**src/rtl/imem_fetch_ctrl.sv**
```systemverilog
// Instruction-fetch sequencer: owns the fetch PC, prefetches words from imem
// into a small queue for decode, and applies execute redirects.
module imem_fetch_ctrl #(
  parameter logic [31:0] RESET_PC  = 32'h0000_0000,
  parameter int          DEPTH     = 4,
  parameter int          MEM_WORDS = 1024
) (
  input  logic        clk,
  input  logic        rst,
  output logic [31:0] imem_addr,
  input  logic [31:0] imem_data,
  output logic        out_valid,
  input  logic        out_ready,
  output logic [31:0] out_instr,
  output logic [31:0] out_pc,
  input  logic        redirect_valid,
  input  logic [31:0] redirect_pc,
  output logic        fault
);

  localparam int          AW      = $clog2(DEPTH);
  localparam logic [AW:0] FULL    = (AW+1)'(DEPTH);
  localparam logic [31:0] LAST_PC = 32'(MEM_WORDS*4-4);

  typedef enum logic {
    FETCH,
    HALT
  } state_t;

  typedef struct packed {
    logic [31:0] instr;
    logic [31:0] pc;
  } entry_t;

  state_t        state;
  state_t        state_nx;
  entry_t        q [DEPTH];
  logic [AW-1:0] wptr;
  logic [AW-1:0] rptr;
  logic [AW:0]   count;
  logic [31:0]   fetch_pc;
  logic [31:0]   seq_pc;
  logic          fault_q;

  logic target_ok;
  logic pop;
  logic push;
  logic flush;
  logic trap;

  assign imem_addr = fetch_pc;
  assign out_valid = (count != '0);
  assign out_instr = q[rptr].instr;
  assign out_pc    = q[rptr].pc;
  assign fault     = fault_q;

  assign target_ok = (redirect_pc[1:0] == 2'b00) &&
                     (redirect_pc <= LAST_PC);

  // Sequential PC wraps from the top of imem back to zero.
  assign seq_pc = (fetch_pc == LAST_PC) ? 32'd0
                                        : fetch_pc + 32'd4;

  always_ff @(posedge clk) begin
    if (rst) begin
      state <= FETCH;
    end else begin
      state <= state_nx;
    end
  end

  always_comb begin
    state_nx = state;
    pop      = 1'b0;
    push     = 1'b0;
    flush    = 1'b0;
    trap     = 1'b0;
    unique case (state)
      FETCH: begin
        unique case (1'b1)
          redirect_valid && !target_ok: begin
            flush    = 1'b1;
            trap     = 1'b1;
            state_nx = HALT;
          end
          redirect_valid && target_ok: begin
            flush = 1'b1;
          end
          !redirect_valid: begin
            pop  = out_valid && out_ready;
            push = (count != FULL) || pop;
          end
        endcase
      end
      HALT: begin
        state_nx = HALT;
      end
    endcase
  end

  always_ff @(posedge clk) begin
    if (rst) begin
      fetch_pc <= RESET_PC;
      wptr     <= '0;
      rptr     <= '0;
      count    <= '0;
      fault_q  <= 1'b0;
      for (int i = 0; i < DEPTH; i++) begin
        q[i] <= '0;
      end
    end else begin
      if (trap) begin
        fault_q <= 1'b1;
      end
      // Flushing keeps rptr so the head outputs hold their last value.
      if (flush) begin
        wptr  <= rptr;
        count <= '0;
        if (target_ok) begin
          fetch_pc <= redirect_pc;
        end
      end else begin
        if (push) begin
          q[wptr]  <= '{instr: imem_data, pc: fetch_pc};
          wptr     <= wptr + AW'(1);
          fetch_pc <= seq_pc;
        end
        if (pop) begin
          rptr <= rptr + AW'(1);
        end
        if (push && !pop) begin
          count <= count + (AW+1)'(1);
        end else if (pop && !push) begin
          count <= count - (AW+1)'(1);
        end
      end
    end
  end

endmodule

```
**config.mk**
```make
export PLATFORM = sky130hd
export DESIGN_NAME = imem_fetch_ctrl
export DESIGN_NICKNAME = d
export VERILOG_FILES = /design/src/rtl/imem_fetch_ctrl.sv
export SDC_FILE = /design/constraint.sdc
export NUM_CORES = 1
export LEC_CHECK = 0
export BUFFER_PORTS_ARGS = -buffer_cell sky130_fd_sc_hd__buf_2
export CORE_MARGIN = 2
export CORE_UTILIZATION = 30
export DETAILED_ROUTE_END_ITERATION = 10
export GPL_ROUTABILITY_DRIVEN = 0
export PLACE_DENSITY_LB_ADDON = 0.05
export SKIP_LAST_GASP = 1
export SLEW_MARGIN = 20
export SYNTH_ARGS = -nofsm -noshare
export SYNTH_HDL_FRONTEND = slang
export SYNTH_SLANG_ARGS = --single-unit
```
**constraint.sdc**
```tcl
create_clock -name clk -period 7.15 [get_ports clk]
set_clock_uncertainty 0.2 [all_clocks]
set_input_delay 1.43 -clock clk [delete_from_list [all_inputs] [get_ports clk]]
set_output_delay 1.43 -clock clk [all_outputs]
set_load 0.02 [all_outputs]
```
Word level (Yosys, flattened, before mapping)
Memory sizes are Yosys's and may differ from the RTL's. A register that Yosys moved wholly into a read port is not among the register bits.
Cells that the tools add are included.
- flip-flop bits (word level): 41
- bits in latches: 0
- bits in writable memories: 256
- ROM bits: 0
- bits of input ports: 68
- output and inout port bits: 98
- logic and storage cells: 65
- memories kept: 1
- add/subtract/negate cells: 5
- multiply operators: 0
- div/mod/pow operators: 0
- $lt $le $gt $ge: 1
- equality and inequality tests: 3
- shift-type cells: 0
- multiplexer cells: 28
- bitwise gates (word level): 2
- reductions and logical operators: 19
- memory list (name ; depth ; bits a word ; rd ports ; clocked after memory_dff ; wr ports ; line ; RTL):
    q ; 4 ; 64 ; 1 ; 1 ; 4 ; 37 ; entry_t q [DEPTH];
- operator list (operator ; count):
    32-bit 2-to-1 mux ; 4
    64-bit 2-to-1 mux ; 1
    64-bit OR reduction ; 1
    32-bit by 3-bit adder with 32-bit output, second input constant ; 1
    32-bit by 12-bit == test with 1-bit output, second input constant ; 1
    32-bit by 12-bit less-or-equal comparator with 1-bit output, second input constant ; 1
    1-bit 2-to-1 mux ; 15
    2-bit 2-to-1 mux ; 5
    1-bit logical AND ; 6
    3-bit 2-to-1 mux ; 2
    2-bit by 1-bit adder with 2-bit output, second input constant ; 2
    2-bit AND reduction ; 2
    2-bit nonzero test ; 2
    2-bit OR reduction ; 2
    3-bit by 1-bit adder with 3-bit output, second input constant ; 1
    1-bit zero test ; 3
    3-bit != test, second input constant ; 1
    3-bit nonzero test ; 1
    3-bit by 1-bit subtractor with 3-bit output, second input constant ; 1
    2-bit zero test ; 1
    2-bit != test, second input constant ; 1
    1-bit NOT ; 2
    1-bit case mux with 2 select lines ; 1
    1-bit logical OR ; 1

Depth between registers and ports, before layout
- depth after elaboration: 12
- depth in mapped cells: 10

Worst setup path after synthesis
No wires, ideal clock.
- path type: input port to flip-flop
- start: input redirect_valid
- end: memory q[3][0] in the netlist's numbering, enable pin
- library setup time: 0.574 ns
- data arrival time: 6.583 ns
- path slack: -0.208 ns
- stages: 6
- path buffers: 1
- path through: nor2_1 nand2b_1 inv_1 buf_2 nand2_1 o21ai_0
- RTL lines (item ; line ; RTL):
    start: declaration ; 16 ; input logic redirect_valid,
    end: declaration ; 37 ;

==> results by group <==
Worst setup path
  – Delay-heaviest family, CP: buffers and inverters
  – Critical Path End Type: output pin
  – CP Cell Sequence: buf_12 > buf_4 > mux4_2 > buf_2
  – Slowest CP cell: dfxtp_4
  – Crit Path Class: flip-flop to output pin
  – CP bufs+invs: 3
  – Critical path data required time: between 5 and 6 ns
  – CP arrival: 2.74 ns
  – Worst-path fanout max: 24
  – CP Launch Type: flip-flop
  – Slowest Stage Delay on Critical Path: 0.69 ns

Yosys
  – Top cell type's share of synthesized area: 58.9%
  – YS warnings: 0
  – Post-synthesis xor/xnor area fraction: 0.403%
  – Largest family of logic cells by synthesized area: simple AND/OR/NAND/NOR gates
  – Mapped Area: 13,000 µm²
  – Syn avg cell area: ~13 µm²
  – Synth Area in Compound Gates: between 4 and 5%
  – Synth top area cells: edfxtp_1 59%, mux4_2 11%, dfxtp_1 6.6%, nor2_1 6.1%, nand2_1 2.8%
  – Main synth FF type: edfxtp_1
  – Post-synth top area cell: edfxtp_1
  – Simple-gate share of the synthesized area: 14.0%
  – Synth Net Count: 1,078
  – Seq/Total Area, Yosys: 65.5%
  – Most frequent cell after synthesis: edfxtp_1
  – Adder-cell share of the synthesized area: 0.345%
  – Yosys cell types: 60
  – Ys async rst share: 0%
  – Register bit total from synthesis: 299
  – Top post-synthesis cells by count: 256 x edfxtp_1, 213 x nor2_1, 98 x nand2_1
  – Post-synth EDFFs: between 200 and 300
  – Mux share of post-synthesis cell area: between 10% and 20%
  – Mapped Cells: about 1,000

Floorplan
  – Top Ports: 166
  – Die ar.: 45,200 µm²
  – Rows: 76
  – Die X: 213 µm
  – Die Y: between 200 and 250 µm
  – Initial core utilization: 30.3%
  – Core Region: between 40,000 and 50,000 µm²

Layout
  – Filler cell count in the final layout: approximately 4,300
  – Total Nets Final: 1,229
  – Reg area: 8560 µm²
  – Multi-input gate area: 4020 µm²
  – Layout cells sized above 1: 26.4%
  – Area grow syn2layout: 20.2%
  – ANT cells: 0
  – Final cell count without fillers: 1,769

Worst hold path
  – HP Class: flip-flop to flip-flop

Timing
  – Slew HR: between 20% and 30%
  – Max-slew violation count: 0
  – Final hold viol count: 0
  – Final setup viols: 0
  – RSZ-0062 raised after global routing: no
  – Fmax: 229 MHz
  – Final min period: between 4 and 5 ns
  – Worst-Margin Slew: between 1 and 1.5 ns
  – Tcrit/Tclk final: about three fifths

Clocking
  – Deepest clock path buffer count: 3
  – CTS Hold Bufs: 0
  – CTS resizes: 0
  – CTS sink count: 299
  – CTS buffer count: 37
  – CTS tree: yes
  – Clk_lat worst skew: 0.53 ns
  – Post-CTS Setup Inserts: 0
  – H-tree levels: 2
  – Root Driver: clkbuf_16
  – Worst-path clk slew: 0.06 ns

Drt
  – 1st-iter DRT viols: ~470
  – Vias: 8,427
  – Via/cell ratio: around 4.8
  – First drt pass iteration count: 5
  – Total Routed Length: 37,900 µm
  – WL/cell: 21.4 µm
  – Final ANT Viol Nets: 0
  – DRC Markers: 0

Placed design
  – DPL Wire Length: 21,700 µm
  – Placed cells: between 1,500 and 2,000
  – PortBufs: 165

Power
  – Switching power: 1.04 mW
  – Internal power: around 3.2 mW
  – Clk pwr share: between 40% and 50%
  – P_leak: 6.15 nW
  – Switch share: 24.6%
  – VDD IR-drop max: approximately 140 µV
  – Seq pwr share: 48.2%
  – Tot Pwr: 4.21 mW
  – PD cells: about 270 nW/µm²
  – Logic pwr share: 9.9%

GRT
  – Grt ovf: 0
  – GRT Util Overall: approximately 17%
  – First-pass GRT wire length: 57,100 µm
  – Largest net degree at the start of global routing: 66
  – Vias in the first global route: between 8,000 and 9,000
  – Initial antenna violation count: 0

Job
  – Maxcap violations: 0

Run status
  – Outcome: complete, no violations
## tightest hold or removal path, stage by stage, from the launching register on
cell and delay, ns:
dfxtp_1 0.33, a21oi_1 0.04, nor2_1 0.07
## through the flow
step           cell area (µm²)  hold WS (ns)  TNS, ns  util, %  setup slack [ns]
2_1_floorplan            13000         0.262   -12.10        -           -0.0630
3_3_place_gp             14500         0.245        0     33.7              2.56
3_5_place_dp             14500         0.258        0     33.7              2.56
4_1_cts                  15600         0.273        0     36.2              2.44
5_1_grt                  15700         0.299        0     36.5              2.54
6_report                 15700         0.272        0     36.5              2.78
## layout make-up
cell class / count / area share (%)
tap: 585 / 4.67
multi-input combinational: 570 / 25.7
clock inverter: 12 / 0.655
clock buffer: 53 / 6.42
inverter: 71 / 1.70
sequential: 299 / 54.6
timing repair buffer: 179 / 6.30
## registers in the layout, summed over array words and instances (netlist names), named ones only
| name | flops |
|---|---|
| wptr | 2 |
| state | 1 |
| q | 256 |
| rptr | 2 |
| fault | 1 |
| count | 3 |
| imem_addr | 32 |
## power by group through the flow
stage          combinational [mW]  sequential (mW)  clock, mW
2_1_floorplan               0.260             2.06          0
3_3_place_gp                0.420             2.08          0
3_5_place_dp                0.421             2.08          0
4_1_cts                     0.422             2.04       1.82
5_1_grt                     0.455             2.04       1.88
6_report                    0.417             2.03       1.76
## path summary, 6_finish.rpt
check             from          to  slack (ns)  cells after the start
min reg2reg      fault       fault        0.27                      2
max          flip-flop  out_pc[20]        2.78                      4
max reg2reg   count[0]    q[3][43]        3.75                      6
min              fault       fault        0.27                      2
## per-layer routing
layer	GRT usage, %	share of wire (%)
met5	0	0
met1	23.9	46
met2	27.7	47
met3	3.01	5.1
met4	5.09	2.1
## cells in the final DEF, fill, tap and decap left out, types with 4 or more instances in the layout
cell         n
a21oi_1     23
nor3_1      10
clkinv_2     4
nor4_1      16
nand4_1      8
inv_1       71
dfxtp_1     41
a211oi_1     6
clkbuf_16   37
and3_1       5
nand2_1     97
clkinv_1     6
buf_2      165
xor2_1       4
o21ai_0     17
mux2i_1      4
o21ai_4      4
buf_4       10
nand3_1     21
mux4_2      64
nor3b_1      4
clkbuf_1    14
a31oi_1     11
nor2_1     213
edfxtp_1   256
## kinds of logic (layout without fill, tap and decap cells)
logic type,Yosys count,after routing
multiplexers,68,68
AND/OR/NAND/NOR,408,408
adder cells (fa/ha/maj),3,3
AO/OA/AOI/OAI,85,85
buffers and inverters,138,315
XOR/XNOR,6,6
flip-flops,299,299
No activity file was read; power rests on OpenSTA's default activity.
